**src/rtl/haar_pkg.sv**
```systemverilog
// Shared constants, weight struct and corner-sign helper for the Haar feature evaluator.
package haar_pkg;

    localparam int POINT_CNT = 12;
    localparam int RECT_CNT  = 3;

    typedef struct packed {
        logic [1:0] w1;
        logic [1:0] w2;
    } haar_weight_t;

    // Corners 0..3 contribute +,-,+,- : returns 1 when the corner is subtracted.
    function automatic logic corner_sign(input logic [1:0] corner);
        return corner[0];
    endfunction

endpackage

```
**src/rtl/ii_rd_align.sv**
```systemverilog
// Delays the point valid and its 4-bit index so they line up with ram_ii read data.
module ii_rd_align #(
    parameter int DEPTH = 1,
    parameter int TAG_W = 4
) (
    input  logic             clk_i,
    input  logic             rst_i,
    input  logic             val_i,
    input  logic [TAG_W-1:0] tag_i,
    output logic             val_o,
    output logic [TAG_W-1:0] tag_o
);

    logic [DEPTH-1:0] val_q;
    logic [TAG_W-1:0] tag_q [DEPTH];

    always_ff @(posedge clk_i or posedge rst_i) begin
        if (rst_i) begin
            val_q <= '0;
            for (int i = 0; i < DEPTH; i++) begin
                tag_q[i] <= '0;
            end
        end else begin
            val_q[0] <= val_i;
            tag_q[0] <= tag_i;
            for (int i = 1; i < DEPTH; i++) begin
                val_q[i] <= val_q[i-1];
                tag_q[i] <= tag_q[i-1];
            end
        end
    end

    assign val_o = val_q[DEPTH-1];
    assign tag_o = tag_q[DEPTH-1];

endmodule

```
**src/rtl/haar_feature_eval.sv**
```systemverilog
// Haar feature evaluator: issues ram_ii reads, accumulates rect sums, weights them and votes.
// Build option HAAR_EVAL_SAT_EN: saturate the feature sum to THR_WIDTH instead of wrapping.
module haar_feature_eval
    import haar_pkg::*;
#(
    parameter int ADDR_WIDTH  = 30,
    parameter int DATA_WIDTH  = 18,
    parameter int RAM_LATENCY = 1,
    parameter int THR_WIDTH   = 24
) (
    input  logic                  clk_i,
    input  logic                  rst_i,
    input  logic                  val_i,
    input  logic [ADDR_WIDTH-1:0] addr_i,
    input  logic [3:0]            num_point_i,
    input  logic [3:0]            weight_i,
    input  logic [THR_WIDTH-1:0]  threshold_i,
    output logic                  ram_rd_en_o,
    output logic [ADDR_WIDTH-1:0] ram_rd_addr_o,
    input  logic [DATA_WIDTH-1:0] ram_rd_data_i,
    output logic                  busy_o,
    output logic                  result_val_o,
    output logic [THR_WIDTH-1:0]  feature_sum_o,
    output logic                  vote_o,
    output logic                  seq_err_o
);

`ifdef HAAR_EVAL_SAT_EN
    localparam int ACC_W = DATA_WIDTH + 5;
`else
    localparam int ACC_W = DATA_WIDTH + 2;
`endif
    localparam int FULL_W = DATA_WIDTH + 5;
    localparam int WIDE_W = ((FULL_W > THR_WIDTH) ? FULL_W : THR_WIDTH) + 1;
    localparam logic [3:0] LAST_IDX = 4'(POINT_CNT - 1);

    assign ram_rd_en_o   = val_i;
    assign ram_rd_addr_o = addr_i;

    logic       al_val;
    logic [3:0] al_idx;

    ii_rd_align #(
        .DEPTH (RAM_LATENCY),
        .TAG_W (4)
    ) u_align (
        .clk_i (clk_i),
        .rst_i (rst_i),
        .val_i (val_i),
        .tag_i (num_point_i),
        .val_o (al_val),
        .tag_o (al_idx)
    );

    // Weight/threshold are only valid alongside input point 0; hold them until it aligns.
    haar_weight_t                 in_w_q;
    logic signed [THR_WIDTH-1:0]  in_thr_q;

    always_ff @(posedge clk_i or posedge rst_i) begin
        if (rst_i) begin
            in_w_q   <= '0;
            in_thr_q <= '0;
        end else if (val_i && (num_point_i == 4'd0)) begin
            in_w_q   <= haar_weight_t'(weight_i);
            in_thr_q <= threshold_i;
        end
    end

    logic signed [ACC_W-1:0]     acc_q [RECT_CNT];
    logic signed [ACC_W-1:0]     acc_d [RECT_CNT];
    logic [3:0]                  exp_idx_q, exp_idx_d;
    logic                        collect_q, collect_d;
    logic                        done_q, done_d;
    logic                        seq_err_d;
    logic                        take;
    haar_weight_t                feat_w_q, feat_w_d;
    logic signed [THR_WIDTH-1:0] feat_thr_q, feat_thr_d;
    logic signed [ACC_W-1:0]     data_ext;

    assign data_ext = $signed({{(ACC_W-DATA_WIDTH){1'b0}}, ram_rd_data_i});

    always_comb begin
        acc_d      = acc_q;
        exp_idx_d  = exp_idx_q;
        collect_d  = collect_q;
        feat_w_d   = feat_w_q;
        feat_thr_d = feat_thr_q;
        done_d     = 1'b0;
        seq_err_d  = 1'b0;
        take       = 1'b0;
        if (al_val) begin
            if (al_idx == 4'd0) begin
                // Point 0 always (re)starts a feature, silently discarding any partial one.
                for (int r = 0; r < RECT_CNT; r++) begin
                    acc_d[r] = '0;
                end
                collect_d  = 1'b1;
                exp_idx_d  = 4'd1;
                feat_w_d   = in_w_q;
                feat_thr_d = in_thr_q;
                take       = 1'b1;
            end else if (collect_q) begin
                if (al_idx == exp_idx_q) begin
                    take = 1'b1;
                    if (al_idx == LAST_IDX) begin
                        collect_d = 1'b0;
                        done_d    = 1'b1;
                    end else begin
                        exp_idx_d = exp_idx_q + 4'd1;
                    end
                end else begin
                    collect_d = 1'b0;
                    seq_err_d = 1'b1;
                end
            end
        end
        if (take) begin
            for (int r = 0; r < RECT_CNT; r++) begin
                if (al_idx[3:2] == 2'(r)) begin
                    acc_d[r] = corner_sign(al_idx[1:0]) ? (acc_d[r] - data_ext)
                                                        : (acc_d[r] + data_ext);
                end
            end
        end
    end

    always_ff @(posedge clk_i or posedge rst_i) begin
        if (rst_i) begin
            for (int r = 0; r < RECT_CNT; r++) begin
                acc_q[r] <= '0;
            end
            exp_idx_q  <= '0;
            collect_q  <= 1'b0;
            done_q     <= 1'b0;
            feat_w_q   <= '0;
            feat_thr_q <= '0;
        end else begin
            acc_q      <= acc_d;
            exp_idx_q  <= exp_idx_d;
            collect_q  <= collect_d;
            done_q     <= done_d;
            feat_w_q   <= feat_w_d;
            feat_thr_q <= feat_thr_d;
        end
    end

    // F-stage copies are separate so the next feature's point 0 can overlap the compare.
    haar_weight_t                f_w_q;
    logic signed [THR_WIDTH-1:0] f_thr_q;

    always_ff @(posedge clk_i or posedge rst_i) begin
        if (rst_i) begin
            f_w_q   <= '0;
            f_thr_q <= '0;
        end else if (done_d) begin
            f_w_q   <= feat_w_q;
            f_thr_q <= feat_thr_q;
        end
    end

    logic signed [WIDE_W-1:0]    acc_w [RECT_CNT];
    logic signed [WIDE_W-1:0]    w1_w, w2_w, f_wide;
    logic signed [THR_WIDTH-1:0] f_fit;

    always_comb begin
        for (int r = 0; r < RECT_CNT; r++) begin
            acc_w[r] = {{(WIDE_W-ACC_W){acc_q[r][ACC_W-1]}}, acc_q[r]};
        end
        w1_w   = {{(WIDE_W-2){1'b0}}, f_w_q.w1};
        w2_w   = {{(WIDE_W-2){1'b0}}, f_w_q.w2};
        f_wide = (w1_w * acc_w[1]) + (w2_w * acc_w[2]) - acc_w[0];
    end

`ifdef HAAR_EVAL_SAT_EN
    localparam logic signed [WIDE_W-1:0] F_MAX =
        $signed({{(WIDE_W-THR_WIDTH+1){1'b0}}, {(THR_WIDTH-1){1'b1}}});
    localparam logic signed [WIDE_W-1:0] F_MIN =
        $signed({{(WIDE_W-THR_WIDTH+1){1'b1}}, {(THR_WIDTH-1){1'b0}}});

    always_comb begin
        if (f_wide > F_MAX) begin
            f_fit = F_MAX[THR_WIDTH-1:0];
        end else if (f_wide < F_MIN) begin
            f_fit = F_MIN[THR_WIDTH-1:0];
        end else begin
            f_fit = f_wide[THR_WIDTH-1:0];
        end
    end
`else
    logic unused_f_hi;

    assign f_fit       = f_wide[THR_WIDTH-1:0];
    assign unused_f_hi = ^f_wide[WIDE_W-1:THR_WIDTH];
`endif

    logic                 res_val_q;
    logic [THR_WIDTH-1:0] sum_q;
    logic                 vote_q;
    logic                 seq_err_q;

    always_ff @(posedge clk_i or posedge rst_i) begin
        if (rst_i) begin
            res_val_q <= 1'b0;
            sum_q     <= '0;
            vote_q    <= 1'b0;
            seq_err_q <= 1'b0;
        end else begin
            res_val_q <= done_q;
            seq_err_q <= seq_err_d;
            if (done_q) begin
                sum_q  <= f_fit;
                vote_q <= (f_fit >= f_thr_q);
            end
        end
    end

    assign busy_o        = collect_q | done_q;
    assign result_val_o  = res_val_q;
    assign feature_sum_o = sum_q;
    assign vote_o        = vote_q;
    assign seq_err_o     = seq_err_q;

endmodule
```
**config.mk**
```make
export PLATFORM = sky130hd
export DESIGN_NAME = haar_feature_eval
export DESIGN_NICKNAME = d
export VERILOG_FILES = /design/src/rtl/haar_pkg.sv /design/src/rtl/ii_rd_align.sv /design/src/rtl/haar_feature_eval.sv
export SDC_FILE = /design/constraint.sdc
export NUM_CORES = 1
export LEC_CHECK = 0
export ABC_AREA = 1
export CAP_MARGIN = 20
export CORE_AREA = 4 4 228 141
export DETAILED_ROUTE_END_ITERATION = 8
export DIE_AREA = 0 0 232 145
export GPL_ROUTABILITY_DRIVEN = 0
export PLACE_DENSITY_LB_ADDON = 0.05
export RECOVER_POWER = 50
export SETUP_SLACK_MARGIN = 0.1
export SYNTH_ARGS = -nofsm -noshare
export SYNTH_HDL_FRONTEND = slang
export SYNTH_SLANG_ARGS = --single-unit
```
**constraint.sdc**
```tcl
create_clock -name clk_i -period 13.1 [get_ports clk_i]
set_input_delay 2.62 -clock clk_i [delete_from_list [all_inputs] [get_ports clk_i]]
set_output_delay 2.62 -clock clk_i [all_outputs]
set_load 0.01 [all_outputs]
```
## Yosys cells after proc, flatten, opt, wreduce, memory -nomap -nowiden

Cells that the tools add are included.

| storage, ports and cells | value |
|---|---|
| flip-flop bits (word level) | 182 |
| latch bits | 0 |
| RAM bits | 0 |
| memory bits (read-only) | 0 |
| input port bits | 83 |
| output and inout bits | 59 |
| logic and storage cells | 77 |
| memories | 0 |

| cells by class | value |
|---|---|
| $add $sub $neg | 9 |
| $mul | 2 |
| div/mod/pow operators | 0 |
| magnitude comparators | 1 |
| eq/ne operators | 5 |
| shifts and indexed selects | 0 |
| mux-type cells | 30 |
| bitwise logic cells | 1 |
| reduce and logical (&&, ||, !) cells | 8 |

Operator list:

| kind | count |
|---|---|
| $mux W60 | 3 |
| $mux W20 | 6 |
| $add A20 B19 Y20 | 3 |
| $sub A20 B19 Y20 | 3 |
| $mul A3 B20 Y23 | 2 |
| $add A23 B23 Y24 | 1 |
| $ge A24 B24 Y1 | 1 |
| $sub A24 B20 Y24 | 1 |
| $mux W1 | 17 |
| $mux W4 | 4 |
| $logic_not A4 Y1 | 2 |
| $add A4 B1 Y4 const B | 1 |
| $eq A4 B4 Y1 | 1 |
| $eq A4 B4 Y1 const B | 1 |
| $reduce_and A4 Y1 | 1 |
| $reduce_bool A2 Y1 | 2 |
| $eq A2 B1 Y1 const B | 1 |
| $eq A2 B2 Y1 const B | 1 |
| $logic_not A2 Y1 | 1 |
| $ne A2 B2 Y1 const B | 1 |
| $reduce_and A2 Y1 | 1 |
| $logic_and A1 B1 Y1 | 1 |
| $or A1 B1 Y1 | 1 |

## Depth between registers and ports, before layout

| depth | value |
|---|---|
| depth in word-level cells | 7 |
| depth in mapped cells | 32 |
| depth with buffers taken out | 31 |

## By module

A second synthesis with hierarchy kept.

| unflattened totals | value |
|---|---|
| cells, all modules | 2320 |
| area, all modules | 16341.9 µm² |

Modules (own cells, without submodules):

| module | times used | cells an instance | area an instance (µm²) | sequential area each (µm²) |
|---|---|---|---|---|
| haar_feature_eval | 1 | 2314 | 16213.0 | 4429.2 |
| ii_rd_align | 1 | 6 | 128.9 | 125.1 |

## Least setup slack after synthesis

No wires, ideal clock.

| path | value |
|---|---|
| kind | input to output |
| start | in addr_i[0] |
| end | out ram_rd_addr_o[0] |
| arrival time | 2739 ps |
| required time | 10480 ps |
| slack | 7741 ps |
| stages | 1 |
| buffers on the path | 1 |
| path through | buf_4 |

RTL lines:

| element | line | source |
|---|---|---|
| start: declaration | haar_feature_eval.sv:14 | `input logic [ADDR_WIDTH-1:0] addr_i,` |
| end: declaration | haar_feature_eval.sv:19 | `output logic [ADDR_WIDTH-1:0] ram_rd_addr_o,` |

No word-level cell between the ends.

==> run_results.csv <==
group,metric,value,unit
run_status,status,"finished with violations",
run_status,violations,"max-capacitance violations, max-slew violations",
synthesis,yosysTopAreaCell,"dfrtp_1",
drt,via_per_inst,5.26,
clock_tree,ctsHoldBuffers,0,
clock_tree,clk_latency,0.47,ns
min_path,hold_start,"in_thr_q[14]$_DFFE_PP0P_",
layout,regArea,0.00455,mm2
layout,drive_above_1_share,3.94,%
grt,grt_pass1_wl,72900,um
synthesis,synth_top_area_share,27.9,%
synthesis,syn_nets,2562,
floorplanning,num_io_pins,142,
drt,top_layer_used,"met4",
grt,grt_max_degree,113,
drt,wl_met3,4780,um
layout,fill_cells,2881,
layout,diodes,0,
floorplanning,num_rows,49,
power_and_ir_drop,comb_power_share,37.9,%
power_and_ir_drop,internal_power,1.17,mW
grt,grt_pass1_vias,13500,
clock_tree,clock_sinks,182,
synthesis,synth_cells,2262,
drt,antenna_left,0,
min_path,min_path_type,"reg -> reg",
clock_tree,cts_buffer_depth,2,
clock_tree,cts_max_level,4,
layout,multiInputGateArea,0.00973,mm2
power_and_ir_drop,swShare,41.1,%
synthesis,netlist_top_cells_area,"dfrtp_1 28%, nand2_1 17%, ha_1 12%",
run,maxCapViolations,4,
synthesis,seq_area_frac_synth,27.9,%
floorplanning,core,0.0298,mm2
power_and_ir_drop,power,1.98,mW
floorplanning,start_util,54.9,%
synthesis,avgSynthCellArea,7.23,um2
power_and_ir_drop,power.share.clock,27.4,%
synthesis,async_flop_share,100,%
worst_setup_path,critical_path_class,"in -> async",
timing,rsz0062_at_grt,"false",
grt,antenna_found_initial,0,
worst_setup_path,r2r-start,"f_w_q[0]$_DFFE_PP0P_",
floorplanning,die_w,232,um
worst_setup_path,cp-start-kind,"input pin",
worst_setup_path,crit_family,"buffers and inverters",
worst_setup_path,critPathMaxFanout,112,
worst_setup_path,slowest_stage,"clkinvlp_2",
timing,fin_crit_sh,51.2,%
worst_setup_path,startpoint,"rst_i",
power_and_ir_drop,power_switching,0.815,mW
clock_tree,path_clk_slew,0.08,ns
layout,layout.nets,2598,
synthesis,ys_ff_latch,182,
drt,wire_per_inst,16.5,um
worst_setup_path,critPathRequiredTime,13.58,ns
worst_setup_path,worstPathCellList,"dlygate4sd3_1 > clkinvlp_2 > buf_4",
clock_tree,cts_root_buf,"clkbuf_16",
timing,skew,0.0157,ns
synthesis,netlist_top_cells_count,"738 x nand2_1, 408 x inv_1, 182 x dfrtp_1",
grt,grt.total_usage,27.2,%
drt,first_pass_iters,6,
drt,vias,14300,
synthesis,syn-cell-area,0.0163,mm2
floorplanning,chipHeight,145,um
power_and_ir_drop,powerDensity,111,mW/mm2
clock_tree,tritoncts,"done",
timing,tns,0,ns
timing,slew_headroom,-249,%
grt,grt_overflow,0,
synthesis,ys.flop_type,"dfrtp_1",
power_and_ir_drop,seqPwrFrac,34.7,%
synthesis,synth_cell_types,46,
timing,fin_crit,6.71,ns
timing,tightest_slew,5.20,ns
power_and_ir_drop,ir_drop,0.0920,mV
drt,drtIter0Drc,1374,
worst_setup_path,critPathCaptureType,"asynchronous set/reset pin",
drt,met2_length,16600,um
timing,final_max_slew_viol_count,248,
synthesis,yosys.cell_count.top_type,"nand2_1",
drt,drt-met1-wl,22800,um
layout,final_util,59.8,%
drt,drc,0,
power_and_ir_drop,power.leakage,10.3,nW
worst_setup_path,cp.arrival,7.19,ns
timing,hold_viol_final,0,
timing,fmax,149,MHz
timing,final-setup-viol-count,0,
synthesis,ys_warn_count,0,
layout,syn_to_final_growth,9.05,%
placement,hpwlAfterDp,36000,um
worst_setup_path,path_buf_inv,3,
drt,routed_wirelength,44800,um
synthesis,synth_edf_count,0,
worst_setup_path,critical-path-max-stage-delay,2.89,ns
clock_tree,cts_resized,0,
placement,port_buffers,81,
floorplanning,die-area,0.0336,mm2
clock_tree,cts_inserted_buffers,17,
clock_tree,post-cts-setup-buffers,0,
-- cell usage in the layout (no fill, tap or decap), types with 10 or more instances in the layout --
master           netlist  layout
nor2_1               120     121
and2_1                12      12
dfrtp_1              182     182
clkbuf_16              0      17
nand2_1              738     742
fa_1                  66      66
o21ai_1               20      14
mux2_2                28      28
xnor2_1               30      30
o21ai_0               83      89
ha_1                 151     151
xor2_1                35      35
nand3b_1              15      15
a21o_1                10      10
nand3_1               96      96
nor3_1                17      18
nand4_1               23      23
inv_1                408     409
clkdlybuf4s50_1        0      75
a21oi_1               89      89
-- path summary, 6_finish.rpt --
kind	cells after the start	to	slack (ns)
setup reg to reg	27	vote_o$_DFFE_PP0P_	7.09
setup / recovery	3	feat_w_q[2]$_DFFE_PP0P_	6.39
hold / removal	2	feat_thr_q[14]$_DFFE_PP0P_	0.47
max in group clk_i	2	ram_rd_en_o	6.75
hold reg to reg	2	feat_thr_q[14]$_DFFE_PP0P_	0.47
min in group asynchronous	2	done_q$_DFF_PP0_	4.21
-- layer usage --
| layer | vias to the layer above | GRT usage, % |
|---|---|---|
| met1 | 6650 | 44.2 |
| li1 | 7081 | - |
| met3 | 50 | 8.27 |
| met4 | 0 | 5.82 |
| met2 | 521 | 34.9 |
| met5 | - | 0 |
-- flip-flops by register name, summed over array words and instances, names as in the netlist --
signal / count
u_align.tag_o: 4
result_val_o: 1
feat_thr_q: 24
done_q: 1
vote_o: 1
u_align.val_o: 1
f_thr_q: 24
f_w_q: 4
in_thr_q: 24
feat_w_q: 4
seq_err_o: 1
acc_q: 60
feature_sum_o: 24
collect_q: 1
in_w_q: 4
exp_idx_q: 4
-- logic make-up (layout without fill, tap and decap cells) --
family	Yosys count	count (layout)	synth area share (%)
mux	28	28	1.93
simple gates	1048	1048	26.8
buf+inv	486	535	12.3
xor+xnor	65	65	3.48
flops	182	182	27.9
compound gates	236	236	7.94
fa+ha+maj	217	217	19.6
-- stage by stage --
step | setup slack [ns] | hold slack (ns) | instance area, um2 | cells
after detailed placement | 6.82 | 0.457 | 17300 | 2685
after global routing | 5.46 | 0.491 | 17800 | 2719
after CTS | 6.82 | 0.476 | 17900 | 2717
after floorplan | 5.54 | 0.436 | 16300 | 2262
final | 6.39 | 0.474 | 17800 | 2719
after global placement | 6.83 | 0.451 | 17300 | 2685
-- power by group through the flow --
stage | Clock [mW] | Combinational (mW) | Sequential [mW]
2_1_floorplan | 0 | 0.549 | 0.673
3_3_place_gp | 0 | 0.713 | 0.695
3_5_place_dp | 0 | 0.727 | 0.697
4_1_cts | 0.552 | 0.733 | 0.686
5_1_grt | 0.578 | 0.841 | 0.695
6_report | 0.543 | 0.750 | 0.687
-- final cells by class --
| type | instances | share of cell area, % |
|---|---|---|
| multi-input cells | 1594 | 54.6 |
| well taps | 408 | 2.86 |
| clock buffers | 17 | 2.39 |
| repair buffers | 90 | 4.86 |
| flip-flops and latches | 182 | 25.5 |
| clock inverters | 15 | 1.04 |
| inverters | 413 | 8.74 |
-- worst min-delay path, stage by stage, from the launching register on --
cell,delay [ns]
dfrtp_1,0.35
nand2_1,0.05
nand2_1,0.05
No activity file was read; power rests on OpenSTA's default activity.
